`src/rtl/id_reg.sv`:
```
// id_reg: decode stage register. Decodes the fetched instruction, reads the
// register file, detects load-use hazards against execute and registers
// the decoded bundle (or a bubble) for the execute stage.
module id_reg #(
  parameter int WORD_W = 32,
  parameter int REG_AW = 5
) (
  input  logic              clk,
  input  logic              rst,
  input  logic [WORD_W-1:0] if_pc,
  input  logic [WORD_W-1:0] if_insn,
  input  logic              if_en,
  input  logic              stall,
  input  logic              flush,
  input  logic              ex_load_en,
  input  logic [REG_AW-1:0] ex_dst_addr,
  output logic [REG_AW-1:0] rf_rd_addr0,
  output logic [REG_AW-1:0] rf_rd_addr1,
  input  logic [WORD_W-1:0] rf_rd_data0,
  input  logic [WORD_W-1:0] rf_rd_data1,
  output logic              load_hazard,
  output logic [WORD_W-1:0] id_pc,
  output logic [WORD_W-1:0] id_insn,
  output logic              id_en,
  output logic [5:0]        id_op,
  output logic [WORD_W-1:0] id_ra_data,
  output logic [WORD_W-1:0] id_rb_data,
  output logic [WORD_W-1:0] id_imm,
  output logic [REG_AW-1:0] id_dst_addr,
  output logic              id_gpr_we,
  output logic              id_mem_rd,
  output logic              id_mem_wr,
  output logic              id_illegal
);

  localparam logic [5:0] OP_RTYPE = 6'h00;
  localparam logic [5:0] OP_ADDI  = 6'h08;
  localparam logic [5:0] OP_LW    = 6'h23;
  localparam logic [5:0] OP_SW    = 6'h2B;
  localparam logic [5:0] OP_BEQ   = 6'h04;
  localparam logic [5:0] OP_J     = 6'h02;

  typedef struct packed {
    logic [WORD_W-1:0] pc;
    logic [WORD_W-1:0] insn;
    logic              en;
    logic [5:0]        op;
    logic [WORD_W-1:0] ra;
    logic [WORD_W-1:0] rb;
    logic [WORD_W-1:0] imm;
    logic [REG_AW-1:0] dst;
    logic              gpr_we;
    logic              mem_rd;
    logic              mem_wr;
    logic              illegal;
  } id_bundle_t;

  id_bundle_t bundle_q, bundle_d;

  logic [5:0]        op;
  logic [REG_AW-1:0] rs, rt, rd, dst;
  logic              has_dst, uses_rs, uses_rt, mem_rd, mem_wr, illegal;
  logic [WORD_W-1:0] ra_val, rb_val, imm_sx;

  assign op     = if_insn[31:26];
  assign rs     = if_insn[25:21];
  assign rt     = if_insn[20:16];
  assign rd     = if_insn[15:11];
  assign imm_sx = {{(WORD_W-16){if_insn[15]}}, if_insn[15:0]};
  // r0 reads as zero no matter what the register file returns
  assign ra_val = (rs == '0) ? '0 : rf_rd_data0;
  assign rb_val = (rt == '0) ? '0 : rf_rd_data1;

  assign rf_rd_addr0 = rs;
  assign rf_rd_addr1 = rt;

  // Opcode decode: destination, source usage and memory/illegal flags
  always_comb begin
    has_dst = 1'b0;
    dst     = '0;
    uses_rs = 1'b1;
    uses_rt = 1'b0;
    mem_rd  = 1'b0;
    mem_wr  = 1'b0;
    illegal = 1'b0;
    case (op)
      OP_RTYPE: begin has_dst = 1'b1; dst = rd; uses_rt = 1'b1; end
      OP_ADDI:  begin has_dst = 1'b1; dst = rt; end
      OP_LW:    begin has_dst = 1'b1; dst = rt; mem_rd = 1'b1; end
      OP_SW:    begin uses_rt = 1'b1; mem_wr = 1'b1; end
      OP_BEQ:   begin uses_rt = 1'b1; end
      OP_J:     begin uses_rs = 1'b0; end
      default:  begin illegal = 1'b1; end
    endcase
  end

  // Load-use hazard against the LW in execute; suppressed while the stage
  // is reset, held or being flushed since nothing is captured then anyway
  always_comb begin
    load_hazard = if_en & ex_load_en & (ex_dst_addr != '0) & ~rst & ~stall & ~flush &
                  ((uses_rs & (ex_dst_addr == rs)) | (uses_rt & (ex_dst_addr == rt)));
  end

  // Next bundle: hold on stall, bubble on flush/hazard, else capture decode
  always_comb begin
    bundle_d = bundle_q;
    if (stall) begin
      bundle_d = bundle_q;
    end else if (flush || load_hazard) begin
      bundle_d    = '0;
      bundle_d.pc = if_pc;  // kept for exception reporting
    end else begin
      bundle_d.pc      = if_pc;
      bundle_d.insn    = if_insn;
      bundle_d.en      = if_en;
      bundle_d.op      = op;
      bundle_d.ra      = ra_val;
      bundle_d.rb      = rb_val;
      bundle_d.imm     = imm_sx;
      bundle_d.dst     = dst;
      bundle_d.gpr_we  = if_en & has_dst & (dst != '0);
      bundle_d.mem_rd  = if_en & mem_rd;
      bundle_d.mem_wr  = if_en & mem_wr;
      bundle_d.illegal = if_en & illegal;
    end
  end

  // Stage register; synchronous reset overrides stall
  always_ff @(posedge clk) begin
    if (rst) bundle_q <= '0;
    else     bundle_q <= bundle_d;
  end

  assign id_pc       = bundle_q.pc;
  assign id_insn     = bundle_q.insn;
  assign id_en       = bundle_q.en;
  assign id_op       = bundle_q.op;
  assign id_ra_data  = bundle_q.ra;
  assign id_rb_data  = bundle_q.rb;
  assign id_imm      = bundle_q.imm;
  assign id_dst_addr = bundle_q.dst;
  assign id_gpr_we   = bundle_q.gpr_we;
  assign id_mem_rd   = bundle_q.mem_rd;
  assign id_mem_wr   = bundle_q.mem_wr;
  assign id_illegal  = bundle_q.illegal;

endmodule

```
`config.mk`:
```
export PLATFORM = sky130hd
export DESIGN_NAME = id_reg
export DESIGN_NICKNAME = d
export VERILOG_FILES = /design/src/rtl/id_reg.sv
export SDC_FILE = /design/constraint.sdc
export NUM_CORES = 1
export LEC_CHECK = 0
export BUFFER_PORTS_ARGS = -buffer_cell sky130_fd_sc_hd__buf_2
export CORE_AREA = 2 2 127 129
export DETAILED_ROUTE_END_ITERATION = 6
export DIE_AREA = 0 0 129 131
export PLACE_DENSITY_LB_ADDON = 0.3
export SLEW_MARGIN = 20
export SYNTH_ARGS = -nofsm -noshare
export SYNTH_HDL_FRONTEND = slang
export SYNTH_SLANG_ARGS = --single-unit
```
`constraint.sdc`:
```
create_clock -name clk -period 2.6 [get_ports clk]
set_input_delay 0.39 -clock clk [delete_from_list [all_inputs] [get_ports clk]]
set_output_delay 0.39 -clock clk [all_outputs]
set_load 0.02 [all_outputs]
```
# Yosys cells after proc, flatten, opt, wreduce, memory -nomap -nowiden
# Index checks and enable logic that the tools add are counted.
totals:
  reg_bits: 176
  in_bits: 139
  elab_cells: 56
classes:
  n_eq_ne: 7
  mux: 10
  n_bitwise: 17
  reduce_logical: 10
ops:
  columns: ["operator", "n"]
  rows:
  - ["2-to-1 mux 144 bit", 1]
  - ["2-to-1 mux 32 bit", 2]
  - ["bitwise AND 1 bit", 13]
  - ["== test 6 bit, second input constant", 2]
  - ["== test 5 bit", 2]
  - ["logical NOT 5 bit", 2]
  - ["case mux 5 bit (2 select lines)", 1]
  - ["nonzero test 5 bit", 2]
  - ["== test 6 x 2 -> 1 bit, second input constant", 1]
  - ["== test 6 x 3 -> 1 bit, second input constant", 1]
  - ["== test 6 x 4 -> 1 bit, second input constant", 1]
  - ["logical NOT 6 bit", 1]
  - ["2-to-1 mux 1 bit", 6]
  - ["OR reduction 3 bit", 2]
  - ["OR reduction 6 bit", 1]
  - ["inverter 1 bit", 3]
  - ["OR reduction 2 bit", 1]
  - ["logical OR 1 bit", 1]
  - ["OR 1 bit", 1]

# Logic depth before layout (Yosys ltp)
logic_depth:
  word_depth: 8
  depth_mapped: 7
  ltp_nobuf: 5

# Worst setup path before layout
# OpenSTA, ideal clock, no wires.
synth_timing:
  path_kind: "in2reg"
  startpoint: "input stall"
  endpoint: "register bundle_q (netlist bit id_dst_addr[0])"
  setup_time_ns: 0.117
  t_arrival_ns: 2.059
  required_time_ns: 2.483
  slack_ns: 0.424
  stages: 7
  path_buffers: 2
  cell_sequence: "buf_2 > nor3_2 > o2111ai_2 > o41ai_2 > nor2_2 > buf_2 > a22o_1"
synth_via:
  elab_chain_cells: 6
synth_rtl:
  columns: ["item", "line", "rtl"]
  rows:
  - ["start, declared", "13", "input logic stall,"]
  - ["inverter 1 bit", "100", "load_hazard = if_en & ex_load_en & (ex_dst_addr != '0) & ~rst & ~stall & ~flush &"]
  - ["bitwise AND 1 bit (3 in series)", "100", null]
  - ["logical OR 1 bit", "109", "end else if (flush || load_hazard) begin"]
  - ["2-to-1 mux 144 bit", "109", null]
  - ["end signal, assigned", "131", "else bundle_q <= bundle_d;"]
  - ["end, declared", "58", "id_bundle_t bundle_q, bundle_d;"]
# Several ways; a longest one is shown, not always the timed one.
# A chain may end at the register's enable or synchronous reset.

# Worst setup path after layout
layout_timing:
  startpoint: "input if_insn[27]"
  endpoint: "output load_hazard"
layout_via:
  elab_chain_cells: 6
layout_rtl:
  columns: ["item", "line", "rtl"]
  rows:
  - ["start, declared", "11", "input logic [WORD_W-1:0] if_insn,"]
  - ["== test 6 x 3 -> 1 bit (tied with other cells)", "86", "case (op)"]
  - ["OR reduction 3 bit (no source line)", null, null]
  - ["2-to-1 mux 1 bit", "86", null]
  - ["bitwise AND 1 bit", "101", "((uses_rs & (ex_dst_addr == rs)) | (uses_rt & (ex_dst_addr == rt)));"]
  - ["OR 1 bit (*)", "101", null]
  - ["bitwise AND 1 bit (*)", "100", null]
  - ["end, declared", "21", "output logic load_hazard,"]
# Every way passes the cells marked *; elsewhere a longest branch is shown, timed or not.

==> flow_metrics.py <==
metrics = {
    "status": {
        "result_of_the_run": "finished clean",
    },
    "placement": {
        "detailed_place_hpwl_mm": 11.2,
        "gp_congestion": 0.751,
        "portBuffers": 325,
    },
    "critical_path": {
        "setup.reg_to_reg.worst_slack_ps": 1760,
        "start_kind": "input port",
        "worst_path_most_repeated_cell": "sky130_fd_sc_hd__buf_2",
        "timing.critical_path.slowest_stage_cell": "sky130_fd_sc_hd__nor4_4",
        "criticalPathCategory": "in2out",
        "worstPathMaxFanout": 5,
        "worstPathArrival_ps": 2080,
        "cp_data_required_time_ps": 2210,
        "slowest_delay_ps": 420,
        "timing.critical_path.to_type": "output port",
        "cells_traversed_along_the_worst_timing_path": "buf_2, or3_1, o32a_1, nor4_4, or2_2, buf_2",
    },
    "timing": {
        "fmax_mhz": 405,
        "relSlewSlack_pct": 41.8,
        "setup_repair_after_global_routing_missed_its_margin": "false",
        "post-route-period-util_pct": 94.9,
        "clock_skew_ps": 0,
        "timing_worst_slew_pin_value_ps": 871,
        "maxSlewViolCount": 0,
        "final.min_clock_period_ps": 2470,
        "timing.setup.tns_ps": 0,
        "report.final.hold_viol_count": 0,
        "report.final.setup_viol": 0,
    },
    "synthesis": {
        "synth_async_reset_ratio_pct": 0,
        "yosys_register_bits": 138,
        "post_synthesis_cells": 441,
        "synth-seq-area-share_pct": 55.0,
        "mappedNetlistArea_um2": 5020,
        "postSynthNetCount": 580,
        "synth-warning-count": 0,
        "synth-adder-area-share_pct": 0,
        "synth_xor_xnor_area_share_pct": 1.74,
        "post_synth_and_or_nand_nor_area_fraction_pct": 6.90,
        "synth_top_family_by_area": "compound AO/OA/AOI/OAI gates",
        "yosys_most_used_dff": "sky130_fd_sc_hd__dfxtp_1",
        "synth_compound_area_share_pct": 20.2,
        "ys_types": 32,
        "synth_enable_flop_cells": 0,
        "post_synth.cell_area_avg_um2": 11.4,
        "post_synth_mux_area_share_pct": 6.38,
    },
    "clock_tree": {
        "tritoncts_clock_tree": "built",
        "cts.clk_slew.worst_paths_ps": 60,
        "cts.hold.buffers_added": 0,
        "ctsLongestPathBuffers": 2,
        "h-tree-depth": 4,
        "postCtsSetupBuffers": 0,
        "clock_sinks": 138,
        "clock_buffers_created_by_tritoncts": 17,
        "worst_skew_pair.late_latency_ps": 410,
        "cts_resized": 0,
        "root_buffer": "sky130_fd_sc_hd__clkbuf_16",
    },
    "die": {
        "start_util_pct": 32.2,
        "placeableCoreArea_um2": 15600,
        "die_area_um2": 16900,
        "io_pins": 326,
        "row_count": 46,
        "dieWidth_um": 129,
        "die_h_um": 131,
    },
    "route": {
        "detail_route.vias_per_cell": 4.63,
        "drc": 0,
        "dr_total_vias": 4396,
        "final_antenna_net_count": 0,
        "postRouteWirelength_mm": 15.1,
        "post_drt_wl_per_cell_um": 15.9,
        "drt-pass1-iter-count": 4,
        "number_of_drc_markers_in_iteration_0": 181,
    },
    "global_route": {
        "antenna_violations_before_repair": 0,
        "first_global_vias": 4111,
        "pin_count_of_the_biggest_net_entering_global_routing": 38,
        "grt_total_ovfl": 0,
        "grt_usage_pct": 16.6,
        "wire_length_of_the_first_global_routing_pass_mm": 21.4,
    },
    "power": {
        "p_leak_nw": 3.75,
        "peakVddDrop_mv": 0.401,
        "p_per_area_nw_per_um2": 737,
    },
    "cells_and_area": {
        "final_layout_fill_cell_count": 1482,
        "final_util_pct": 46.3,
        "post_synthesis_to_final_layout_area_growth_pct": 43.7,
        "final_nets": 860,
        "layout-drive-gt1-share_pct": 51.9,
        "antennaDiodeCount": 0,
    },
    "hold_path": {
        "hold_path_class": "in2reg",
    },
    "run": {
        "maxCapViolations": 0,
    },
}
worst paths after layout:
check	startpoint	endpoint	depth (start not counted)
worst max-delay path	if_insn[27]	load_hazard	6
worst min-delay path	rf_rd_data1[26]	id_rb_data[26]	2
worst max register to register	id_insn[15]	id_insn[15]	1
worst min register to register	id_illegal	id_illegal	2
cells in the final DEF (no fill, tap or decap), drive strengths merged, types with 2 or more instances in the layout:
master    count
buf         338
dfxtp       138
a22o        107
nor2         37
mux2i        32
clkbuf       19
xnor2        10
nand2         8
inv           7
nor3          6
or3           3
nand3         3
or4           3
clkinvlp      3
o21ai         2
bufinv        2
nor4          2
nor3b         2
flip-flops by register name (all words and copies together), names as in the netlist:
name / cells
id_rb_data: 32
id_insn: 32
id_mem_rd: 1
id_en: 1
id_mem_wr: 1
id_illegal: 1
id_ra_data: 32
id_gpr_we: 1
id_dst_addr: 5
id_pc: 32
layer usage:
metal	global-route usage, %	part of all wire [%]
met1	19.3	41
met2	27.9	51
met3	5.78	7.3
met4	7.23	1.5
met5	0	0
kinds of logic after synthesis:
group | Yosys count
muxes | 32
buffers and inverters | 77
AOI/OAI and AO/OA | 116
and+or+nand+nor | 68
xor gates and xnor gates | 10
DFF | 138
critical path: cells and delay by family:
kind,cells,cell delay (ps)
AO/OA/AOI/OAI,1,360
AND/OR/NAND/NOR,3,1020
buffers and inverters,2,310
synthesized netlist by cell type (all sizes together) (2+ instances only):
| cell type | instances | area, µm² |
|---|---|---|
| a22o | 107 | 937 |
| buf | 61 | 429 |
| clkbuf | 16 | 60.1 |
| dfxtp | 138 | 2760 |
| mux2i | 32 | 320 |
| nand2 | 8 | 30.0 |
| nand3 | 3 | 15.0 |
| nor2 | 37 | 141 |
| nor3 | 6 | 40.0 |
| nor3b | 2 | 20.0 |
| nor4 | 2 | 27.5 |
| o21ai | 2 | 10.0 |
| or3 | 3 | 18.8 |
| or4 | 3 | 22.5 |
| xnor2 | 10 | 87.6 |
area by class of cell:
class / instances / area (µm²) / share of cell area [%]
well taps: 216 / 270 / 3.74
clock inverters: 13 / 155 / 2.15
flip-flops and latches: 138 / 2760 / 38.3
repair buffers: 338 / 1790 / 24.7
multi-input cells: 226 / 1800 / 25.0
clock buffers: 19 / 443 / 6.13
power by group:
part	switching, mW	internal (mW)	total, mW
clock	0.975	1.46	2.44
combinational	0.370	0.259	0.629
sequential	0.0505	2.21	2.26
total	1.40	3.93	5.32
through the flow:
step | hold slack [ps] | total power [mW] | cells | area [µm²] | setup WS, ps
2_1_floorplan | 516 | 2.67 | 441 | 5020 | 424
3_3_place_gp | 435 | 2.92 | 918 | 6620 | 50.9
3_5_place_dp | 453 | 2.93 | 918 | 6620 | -21.7
4_1_cts | 151 | 5.40 | 950 | 7210 | 108
5_1_grt | 155 | 5.55 | 950 | 7220 | 27.0
6_report | 176 | 5.32 | 950 | 7220 | 132
No activity file was read; power rests on OpenSTA's default activity.
